===== config.mk =====
export PLATFORM = sky130hd
export DESIGN_NAME = dmem_access_ctrl
export DESIGN_NICKNAME = d
export VERILOG_FILES = /design/src/rtl/riscv_pkg.sv /design/src/rtl/dmem_timeout_cnt.sv /design/src/rtl/dmem_access_ctrl.sv
export SDC_FILE = /design/constraint.sdc
export NUM_CORES = 1
export LEC_CHECK = 0
export CAP_MARGIN = 25
export CORE_UTILIZATION = 39
export DETAILED_ROUTE_END_ITERATION = 8
export PLACE_DENSITY = 0.87
export SYNTH_ARGS = -nofsm -noshare
export SYNTH_HDL_FRONTEND = slang
export SYNTH_SLANG_ARGS = --single-unit

===== constraint.sdc =====
create_clock -name clk -period 2 [get_ports clk]
set_clock_uncertainty 0.2 [all_clocks]
set_input_delay 0.4 -clock clk [delete_from_list [all_inputs] [get_ports clk]]
set_output_delay 0.4 -clock clk [all_outputs]
set_load 0.05 [all_outputs]

===== src/rtl/riscv_pkg.sv =====
// Shared definitions for the data-memory access path of the single-cycle core.
//   - dmem_state_t : access sequencer states (IDLE/REQ/RESP/ERR)
//   - OPC_LOAD / OPC_STORE : RV32I major opcodes that produce MemRead/MemWrite
//   - DATA_W_DEF / ADDR_W_DEF : default datapath widths
//   - word_aligned() : true when a byte address is 32-bit word aligned
package riscv_pkg;

    typedef enum logic [1:0] {
        S_IDLE = 2'd0,
        S_REQ  = 2'd1,
        S_RESP = 2'd2,
        S_ERR  = 2'd3
    } dmem_state_t;

    localparam logic [6:0] OPC_LOAD  = 7'b0000011;
    localparam logic [6:0] OPC_STORE = 7'b0100011;

    localparam int DATA_W_DEF = 32;
    localparam int ADDR_W_DEF = 32;

    function automatic logic word_aligned(input logic [1:0] i_lsb);
        return (i_lsb == 2'b00);
    endfunction

endpackage


===== src/rtl/dmem_timeout_cnt.sv =====
// 16-bit counter with synchronous clear and enable.
//   clk, rst   : clock, synchronous active-high reset
//   i_clr      : clear to zero (wins over i_en)
//   i_en       : count up by one
//   o_count    : current count
//   o_expired  : count has reached LIMIT-1
// With SAT=1 the counter stops at LIMIT-1 instead of rolling over, which is
// how the stall-cycle statistic saturates at 16'hFFFF (LIMIT=65536).
module dmem_timeout_cnt #(
    parameter int unsigned LIMIT = 255,
    parameter bit          SAT   = 1'b0
) (
    input  logic        clk,
    input  logic        rst,
    input  logic        i_clr,
    input  logic        i_en,
    output logic [15:0] o_count,
    output logic        o_expired
);

    localparam logic [15:0] LAST = 16'(LIMIT - 1);

    logic [15:0] r_count;
    logic        w_at_last;

    assign w_at_last = (r_count == LAST);

    always_ff @(posedge clk) begin
        if (rst || i_clr) begin
            r_count <= 16'd0;
        end else if (i_en && !(SAT && w_at_last)) begin
            r_count <= r_count + 16'd1;
        end
    end

    assign o_count   = r_count;
    assign o_expired = w_at_last;

endmodule


===== src/rtl/dmem_access_ctrl.sv =====
// Data-memory access sequencer for the single-cycle RISC-V core.
// Turns a decoded MemRead/MemWrite into a req/ack transaction on a multi-cycle
// memory slave, holding the PC (pc_stall) until the access retires.
//   Core side  : mem_read, mem_write, addr, wdata -> pc_stall, rdata,
//                rdata_valid, wb_kill, misalign_err, timeout_err
//   Memory side: dmem_req, dmem_we, dmem_addr, dmem_wdata <- dmem_ack, dmem_rdata
//   Status     : stall_cycles (saturating), dbg_state (FSM state)
// Handshake: dmem_req is held high with stable we/addr/wdata from the first
// REQ cycle until the cycle in which dmem_ack (a one-cycle pulse) is seen, or
// until the timeout aborts the access; dmem_rdata is only sampled with ack.
module dmem_access_ctrl
    import riscv_pkg::*;
#(
    parameter int          ADDR_W  = ADDR_W_DEF,
    parameter int          DATA_W  = DATA_W_DEF,
    parameter int unsigned TIMEOUT = 255
) (
    input  logic              clk,
    input  logic              rst,
    input  logic              mem_read,
    input  logic              mem_write,
    input  logic [ADDR_W-1:0] addr,
    input  logic [DATA_W-1:0] wdata,
    output logic              pc_stall,
    output logic [DATA_W-1:0] rdata,
    output logic              rdata_valid,
    output logic              wb_kill,
    output logic              misalign_err,
    output logic              timeout_err,
    output logic              dmem_req,
    output logic              dmem_we,
    output logic [ADDR_W-1:0] dmem_addr,
    output logic [DATA_W-1:0] dmem_wdata,
    input  logic              dmem_ack,
    input  logic [DATA_W-1:0] dmem_rdata,
    output logic [15:0]       stall_cycles,
    output dmem_state_t       dbg_state
);

    dmem_state_t       r_state;
    dmem_state_t       w_next;
    logic [ADDR_W-1:0] r_addr;
    logic [DATA_W-1:0] r_wdata;
    logic              r_we;
    logic              r_mis;      // ERR cause: 1 = misaligned, 0 = timeout
    logic [DATA_W-1:0] r_rdata;

    logic              w_acc;
    logic              w_aligned;
    logic              w_to_expired;
    logic [15:0]       w_to_count;
    logic              w_stall_sat;
    logic              w_unused;

    assign w_acc     = mem_read | mem_write;
    assign w_aligned = word_aligned(addr[1:0]);

    // Timeout counter is held at zero outside REQ, so every access starts fresh.
    dmem_timeout_cnt #(.LIMIT(TIMEOUT), .SAT(1'b0)) u_timeout (
        .clk       (clk),
        .rst       (rst),
        .i_clr     (r_state != S_REQ),
        .i_en      ((r_state == S_REQ) && !dmem_ack),
        .o_count   (w_to_count),
        .o_expired (w_to_expired)
    );

    dmem_timeout_cnt #(.LIMIT(65536), .SAT(1'b1)) u_stall_cnt (
        .clk       (clk),
        .rst       (rst),
        .i_clr     (1'b0),
        .i_en      (pc_stall),
        .o_count   (stall_cycles),
        .o_expired (w_stall_sat)
    );

    assign w_unused = ^{w_to_count, w_stall_sat};

    always_ff @(posedge clk) begin
        if (rst) begin
            r_state <= S_IDLE;
            r_addr  <= '0;
            r_wdata <= '0;
            r_we    <= 1'b0;
            r_mis   <= 1'b0;
            r_rdata <= '0;
        end else begin
            r_state <= w_next;
            if (r_state == S_IDLE && w_acc) begin
                r_mis <= !w_aligned;
                if (w_aligned) begin
                    r_addr  <= addr;
                    r_wdata <= wdata;
                    r_we    <= mem_write;  // write wins when both are decoded
                end
            end
            if (r_state == S_REQ && dmem_ack && !r_we) begin
                r_rdata <= dmem_rdata;
            end
        end
    end

    always_comb begin
        w_next       = r_state;
        pc_stall     = 1'b0;
        rdata_valid  = 1'b0;
        wb_kill      = 1'b0;
        misalign_err = 1'b0;
        timeout_err  = 1'b0;
        dmem_req     = 1'b0;
        dmem_we      = 1'b0;
        dmem_addr    = '0;
        dmem_wdata   = '0;
        case (r_state)
            S_IDLE: begin
                if (w_acc) begin
                    pc_stall = 1'b1;
                    w_next   = w_aligned ? S_REQ : S_ERR;
                end
            end
            S_REQ: begin
                pc_stall   = 1'b1;
                dmem_req   = 1'b1;
                dmem_we    = r_we;
                dmem_addr  = r_addr;
                dmem_wdata = r_wdata;
                // An ack arriving in the abort cycle still completes the access.
                if (dmem_ack)          w_next = S_RESP;
                else if (w_to_expired) w_next = S_ERR;
            end
            S_RESP: begin
                rdata_valid = !r_we;
                w_next      = S_IDLE;
            end
            S_ERR: begin
                wb_kill      = 1'b1;
                misalign_err = r_mis;
                timeout_err  = !r_mis;
                w_next       = S_IDLE;
            end
            default: w_next = S_IDLE;
        endcase
    end

    assign rdata     = r_rdata;
    assign dbg_state = r_state;

endmodule


==> results of run 1 <==
[kinds of logic after synthesis]
| kind of cell | Yosys count |
|---|---|
| compound gates | 143 |
| xor+xnor | 7 |
| mux | 1 |
| fa+ha+maj | 3 |
| buf+inv | 52 |
| flops | 132 |
| simple gates | 363 |
[repair_timing]
item	4_1_cts	5_1_grt
hold buffers	0	0
buffers inserted	10	1
pin swaps	7	18
endpoints found under the setup margin	116	95
resized for setup	22	27
gates cloned	2	3
[how the worst max path moves through the flow]
stage,from,endpoint,slack [ps],cells after the start
CTS,dbg_state[1]$_SDFFE_PP0P_,dmem_wdata[6],-130,5
floorplan,mem_write,pc_stall,3,4
detailed placement,addr[0],r_wdata[5]$_SDFFE_PP0P_,-470,6
finish,dbg_state[1]$_SDFFE_PP0P_,dmem_wdata[5],-110,5
global placement,addr[0],r_wdata[9]$_SDFFE_PP0P_,-430,6
global route,dbg_state[1]$_SDFFE_PP0P_,dmem_wdata[14],-150,5
[metal layers]
layer  part of all wire  wire length [µm]
met4              0.028               516
met2               0.50              9100
met5            0.00060                11
met3              0.081              1480
met1               0.39              7120
[layout by cell type (no fill, tap or decap), types with 10 or more instances in the layout]
cell             instances
a21oi_1                114
and2_4                  58
buf_12                  80
buf_4                   81
clkbuf_16               22
clkdlybuf4s50_1         97
dfxtp_1                113
dfxtp_2                 11
nand2_1                201
nand4_1                 11
nor2_1                  14
o21ai_0                 10
o31ai_1                 10
[state kept, by name (all words and copies together) (netlist names)]
signal               flops
r_wdata                 32
u_stall_cnt.o_count     16
r_we                     1
u_timeout.o_count       16
r_mis                    1
rdata                   32
r_addr                  32
dbg_state                2
[metrics by stage]
| stage | setup TNS [ps] | power (W) | util | hold slack, ps |
|---|---|---|---|---|
| after floorplan | 0 | 0.00340 | - | 232 |
| after CTS | -6750 | 0.00754 | 0.708 | 175 |
| after detailed placement | -40310 | 0.00394 | 0.646 | 244 |
| after global placement | -36920 | 0.00392 | 0.646 | 237 |
| after global routing | -8810 | 0.00776 | 0.719 | 198 |
| final | -5880 | 0.00752 | 0.719 | 196 |
[power breakdown]
| group | internal, W | switching (W) |
|---|---|---|
| sequential | 0.00272 | 0.0000658 |
| clock | 0.00234 | 0.00116 |
| combinational | 0.000580 | 0.000654 |
[critical path: stages (launching register included)]
cell and delay, ps:
dfxtp_4 360, nand2b_4 170, inv_8 60, buf_12 140, and2_2 210, buf_12 150
[area by class of cell]
type | instances | share of cell area
tap | 180 | 0.0226
sequential | 132 | 0.270
inverter | 6 | 0.00340
clock buffer | 22 | 0.0519
multi-input combinational | 517 | 0.295
timing repair buffer | 270 | 0.340
clock inverter | 10 | 0.0165
==> impl_results.md, run 1 <==
* Inserted Clock Buffers at 17
* Drt first pass iters at 5
* Placed insts at 1089
* Non-filler cells, final at 1137
* Antenna violations before repair at 1
* Die height at 121 µm
* Hold Path Class: primary input to flip-flop
* Worst-path clk slew at 60 ps
* Num ports at 222
* Syn Area/Cell at between 7 and 8 µm²
* Root Buffer Master: clkbuf_16
* Diode count at 0
* P&R area growth vs syn at 80.8%
* Fin crit share at 1.06
* Syn Nets at 805
* Number of clock sinks at 132
* Net count, final at 1048
* Largest cells by area after synthesis: dfxtp_1, nand2_1, a21oi_1
* Top-count cell post-synth: nand2_1
* PwrDens at 756 mW/mm²
* Drt drc at 0
* CTS tree: yes
* IO buf count at ~220
* Hold Path Stages at 2
* Largest family of logic cells by synthesized area: simple AND/OR/NAND/NOR gates
* Most instantiated cells after synthesis: nand2_1, dfxtp_1, a21oi_1, and2_1, clkbuf_1
* Period minus WS final at 2110 ps
* Yosys top cell by area: dfxtp_1
* Hold EP: u_stall_cnt.o_count[14]$_SDFFE_PP0P_
* Drt initial violations at 340
* Met1 usage at 0.271
* LEAKAGE at 3.80 nW
* Worst Tran Pin Value at 371 ps
* H-tree Lvls at 4
* Maximum vdd drop at 0.480 mV
* Core area at 0.0138 mm²
* WP data arrival at between 1500 and 2000 ps
* Post-DR wirelength/cell at 16.0 µm
* Global Route Usage Sum at 0.242
* Share of the synthesized area in the top cell type at 0.480
* Max Cap Viol at 0
* Final setup fails at 71
* Violated checks: setup timing
* # rows at 43
* Post-synthesis adder-cell area fraction at 0.00682
* Top_reg_cell synth: dfxtp_1
* Routed Antenna Nets at 0
* Via count at 5926
* Worst Reg2Reg Path Length in Cells at 5
* Crit Path Class: flip-flop to output port
* Filler Cells Inserted at 938
* Fin. max-slew vios at 0
* Yosys cell types at 43
* EDFF count, synth at 0
* Ys Warns at 0
* Origin of the worst min-delay path: rst
* Placed inst area at 0.00893 mm²
* Grt ovf at 0
* M2 GR Usage at 0.423
* Final Hold Fails at 0
* Cells after synthesis at 701
* Met3 usage at 0.0675
* RSZ-0062 raised after global routing: true
* Die Span X at around 120 µm
* Synth Register Bits at 132
* F_max at 0.473 GHz
* Post-Synth Simple-Gate Area at 0.325
* Detailed Route WL at around 18000 µm
* Vias in the first global route at 5739
* Crit Path Max Fanout at 18
* Sequential Area at 0.00269 mm²
* Max-slew headroom at the worst pin at 0.751
* First-pass GRT wire length at 27800 µm
* Final Wtd Congestion at 0.786
* Asr flop ratio synth at 0
* Area of the multi-input gates at 0.00294 mm²
* Busiest grt layer: met2
* FF-to-FF End: u_timeout.o_count[14]$_SDFFE_PP0P_
* Worst slack at placement at -470 ps
* Synth Cell Area at 0.00550 mm²
* Vias per inst at 5.21
* Initial Util at 0.398
* Clk_lat worst skew at ~410 ps
* Largest net degree at the start of global routing at a little over 50
* Final worst slack at -114 ps
* Multiplexer area fraction after synthesis at 0.00205
* XOR/XNOR share of the synthesized area at 0.0111
* Hpwl dp at 11900 µm
* Required time of the critical path at 1400 ps
* Die area at 0.0146 mm²
* Compound-Gate Fraction of Synth Area at 0.137
* Share of post-route cells with drive strength above 1 at 0.339
* Nature of the critical path endpoint: output port
* Register area share after synthesis at 0.480
* Post-route cell area at 0.00995 mm²
* Clock buffer depth at 2
* CP Launch Type: flip-flop
* Reg-to-reg slack, setup at about 20 ps
* RR Startpoint: dbg_state[1]$_SDFFE_PP0P_
* Status: complete, but fails checks
No activity file was read; power rests on OpenSTA's default activity.
==> run 2: changes to the inputs <==
==> constraint.sdc (replaced) <==
create_clock -name clk -period 1.8 [get_ports clk]
set_clock_uncertainty 0.2 [all_clocks]
set_input_delay 0.36 -clock clk [delete_from_list [all_inputs] [get_ports clk]]
set_output_delay 0.36 -clock clk [all_outputs]
set_load 0.05 [all_outputs]
==> run 2 against run 1 <==
The flow still finishes with violations (setup timing). Utilization up 8.3 points. First-iteration DRC count up 54%. Via count is 11% higher. Register-to-register slack got worse by 350 ps. Non-clock buffer count rose by 60. Sequential cell count did not move. Worst setup slack worse by 240 ps. Combinational power up 35%. Final cell count is 5.3% higher. Highest routed layer is now met4.
==> impl_results.md, run 2 (synthesis gave the netlist of run 1 again) <==
* Number of clock sinks at 132 (unchanged)
* Placed inst area at 0.00950 mm² (was 0.00893 mm²)
* Nature of the critical path endpoint: output port (unchanged)
* Reg-to-reg slack, setup at -330 ps (was 20 ps)
* First-pass GRT wire length at 29500 µm (was 27800 µm)
* Root Buffer Master: clkbuf_16 (unchanged)
* Net count, final at 1109 (was 1048)
* CTS tree: yes (unchanged)
* Sequential group share of total power at 0.369 (was 0.371)
* Fin. max-slew vios at 0 (unchanged)
* CP Launch Type: flip-flop (unchanged)
* Post-route cell area at 0.0111 mm² (was 0.00995 mm²)
* Core area at 0.0138 mm² (unchanged)
* Crit Path Class: flip-flop to output port (unchanged)
* F_max at 0.465 GHz
* Share of power burned in combinational logic at 0.197 (was 0.164)
* Most common cell after layout, fill and taps aside: nand2_1 (unchanged)
* Drt first pass iters at 5 (unchanged)
* H-tree Lvls at 4 (unchanged)
* PwrDens at 758 mW/mm² (was 756 mW/mm²)
* Clock power share at 0.433 (was 0.465)
* CP cell instances: nand2b_4 -> inv_8 -> buf_12 -> buf_12 -> and2_4 -> buf_12 (was nand2b_4 -> inv_8 -> buf_12 -> and2_2 -> buf_12)
* Worst slack at placement at -564 ps (was -470 ps)
* Final Hold Fails at 0 (unchanged)
* Status: complete, but fails checks (unchanged)
* RR Startpoint: dbg_state[1]$_SDFFE_PP0P_ (unchanged)
* P&R area growth vs syn at 102% (was 80.8%)
* Violated checks: setup timing (unchanged)
* Grt ovf at 0 (unchanged)
* Share of post-route cells with drive strength above 1 at 0.428 (was 0.339)
* Antenna violations before repair at 0 (was 1)
* Final worst slack at -352 ps (was -114 ps)
* Non-filler cells, final at 1197 (was 1137)
* Worst-path clk slew at 60 ps (about the same)
* Die height at 121 µm (unchanged)
* Maximum vdd drop at 0.627 mV (was 0.480 mV)
* WP data arrival at 1590 ps (was 1510 ps)
* Drt drc at 0 (unchanged)
* Worst Reg2Reg Path Length in Cells at 6 (was 5)
* Hpwl dp at 12300 µm (was 11900 µm)
* FF-to-FF End: u_timeout.o_count[12]$_SDFFE_PP0P_ (was u_timeout.o_count[14]$_SDFFE_PP0P_)
* Switching power at 0.00226 W (was 0.00188 W)
* Sw frac at 0.268 (was 0.250)
* Post-DR wirelength/cell at 18.7 µm (was 16.0 µm)
* Hold Path Class: primary input to flip-flop (unchanged)
* Via count at 6597 (was 5926)
* Internal Power at 0.00615 W (was 0.00564 W)
* Setup TNS at -25780 ps (was -5880 ps)
* Period minus WS final at about 2200 ps
* Worst Setup SP: dbg_state[1]$_SDFFE_PP0P_ (unchanged)
* Filler Cells Inserted at 663 (was 938)
* Vias in the first global route at 6051 (was 5739)
* Placed insts at 1126 (was 1089)
* Detailed Route WL at 22400 µm (was 18200 µm)
* Final setup fails at 162 (was 71)
* Top cell by count, worst path: buf_12 (unchanged)
* Hold Slack at 120 ps (was 196 ps)
* Num ports at 222 (unchanged)
* Slowest CP cell: dfxtp_4 (unchanged)
* Critical Path Stages at 6 (was 5)
* Routed Antenna Nets at 0 (unchanged)
* Most frequent cells in the layout: nand2_1, dfxtp_1, buf_12, clkdlybuf4s50_1, buf_4 (was nand2_1, a21oi_1, dfxtp_1, clkdlybuf4s50_1, buf_4)
* Worst Tran Pin Value at 508 ps (was 371 ps)
* Die area at 0.0146 mm² (unchanged)
* Buf/Inv on CP at 4 (was 3)
* Final Wtd Congestion at 0.831 (was 0.786)
* Max Cap Viol at 0 (unchanged)
* Required time of the critical path at 1240 ps (was 1400 ps)
* RSZ-0062 raised after global routing: true (unchanged)
* Diode count at 0 (unchanged)
* Fin crit share at 1.20
* IO buf count at 221 (unchanged)
* Max-slew headroom at the worst pin at 0.658 (was 0.751)
* Drt initial violations at 525 (was 340)
* Worst setup endpoint: dmem_addr[11] (was dmem_wdata[5])
* Clk_lat worst skew at 410 ps (about the same)
* Crit Path Max Fanout at 12 (was 18)
* Clock buffer depth at 2 (unchanged)
* Die Span X at 121 µm (unchanged)
* Worst path top cell family by delay: buffers and inverters (was simple AND/OR/NAND/NOR gates)
* LEAKAGE at 4.28 nW (was 3.80 nW)
* Vias per inst at 5.51 (was 5.21)
* Initial Util at 0.398 (unchanged)
* Largest net degree at the start of global routing at 35 (was 51)
* Crit path largest cell delay at 350 ps (was 360 ps)
* # rows at 43 (unchanged)
* Origin of the worst min-delay path: rst (unchanged)
* Inserted Clock Buffers at 17 (unchanged)
* Global Route Usage Sum at 0.256 (was 0.242)
==> run 2: worst reg2reg max path: stages, from the launching register on <==
cell      delay (ps)
dfxtp_4          350
nand2b_4         170
buf_4            140
buf_6            110
or4_4            570
or3_4            390
a21oi_2          140
==> run 2: worst min path at each step <==
stage | slack, ps | cells past startpoint | to
2_1_floorplan | 230 | 2 | r_addr[31]$_SDFFE_PP0P_
3_3_place_gp | 240 | 2 | rdata[7]$_SDFFE_PP0P_
3_5_place_dp | 250 | 2 | rdata[25]$_SDFFE_PP0P_
4_1_cts | 70 | 2 | u_stall_cnt.o_count[15]$_SDFFE_PP0P_
5_1_grt | 110 | 2 | u_stall_cnt.o_count[13]$_SDFFE_PP0P_
6_report | 120 | 2 | u_stall_cnt.o_count[13]$_SDFFE_PP0P_
==> run 2: area by class of cell <==
type,instances,area (µm²),share of cell area
timing repair buffer,330,4290,0.387
clock inverter,14,183,0.0165
multi-input combinational,518,3250,0.293
inverter,6,35.0,0.00316
tap,180,225,0.0203
sequential,132,2690,0.242
clock buffer,17,425,0.0383
==> run 2: timing repair <==
item,CTS,global route
pin swaps,29,35
gates resized for setup,48,92
hold buffers,0,0
setup endpoints to repair,106,160
gates cloned,5,12
setup buffers,18,10
==> run 2: through the flow <==
stage | total power [W] | utilization
2_1_floorplan | 0.00385 | -
3_3_place_gp | 0.00447 | 0.687
3_5_place_dp | 0.00450 | 0.687
4_1_cts | 0.00822 | 0.759
5_1_grt | 0.00864 | 0.803
6_report | 0.00841 | 0.803
==> run 2: power groups by stage <==
stage                     logic [W]  registers (W)  clock network, W
after floorplan            0.000552        0.00330                 0
after global placement      0.00132        0.00315                 0
after detailed placement    0.00134        0.00316                 0
after CTS                   0.00148        0.00310           0.00365
after global routing        0.00173        0.00311           0.00380
final                       0.00166        0.00310           0.00365
==> run 2: layer usage <==
metal,track usage,share of wire
met2,0.460,0.51
met1,0.295,0.38
met4,0.0779,0.033
met3,0.0675,0.073
met5,0,0
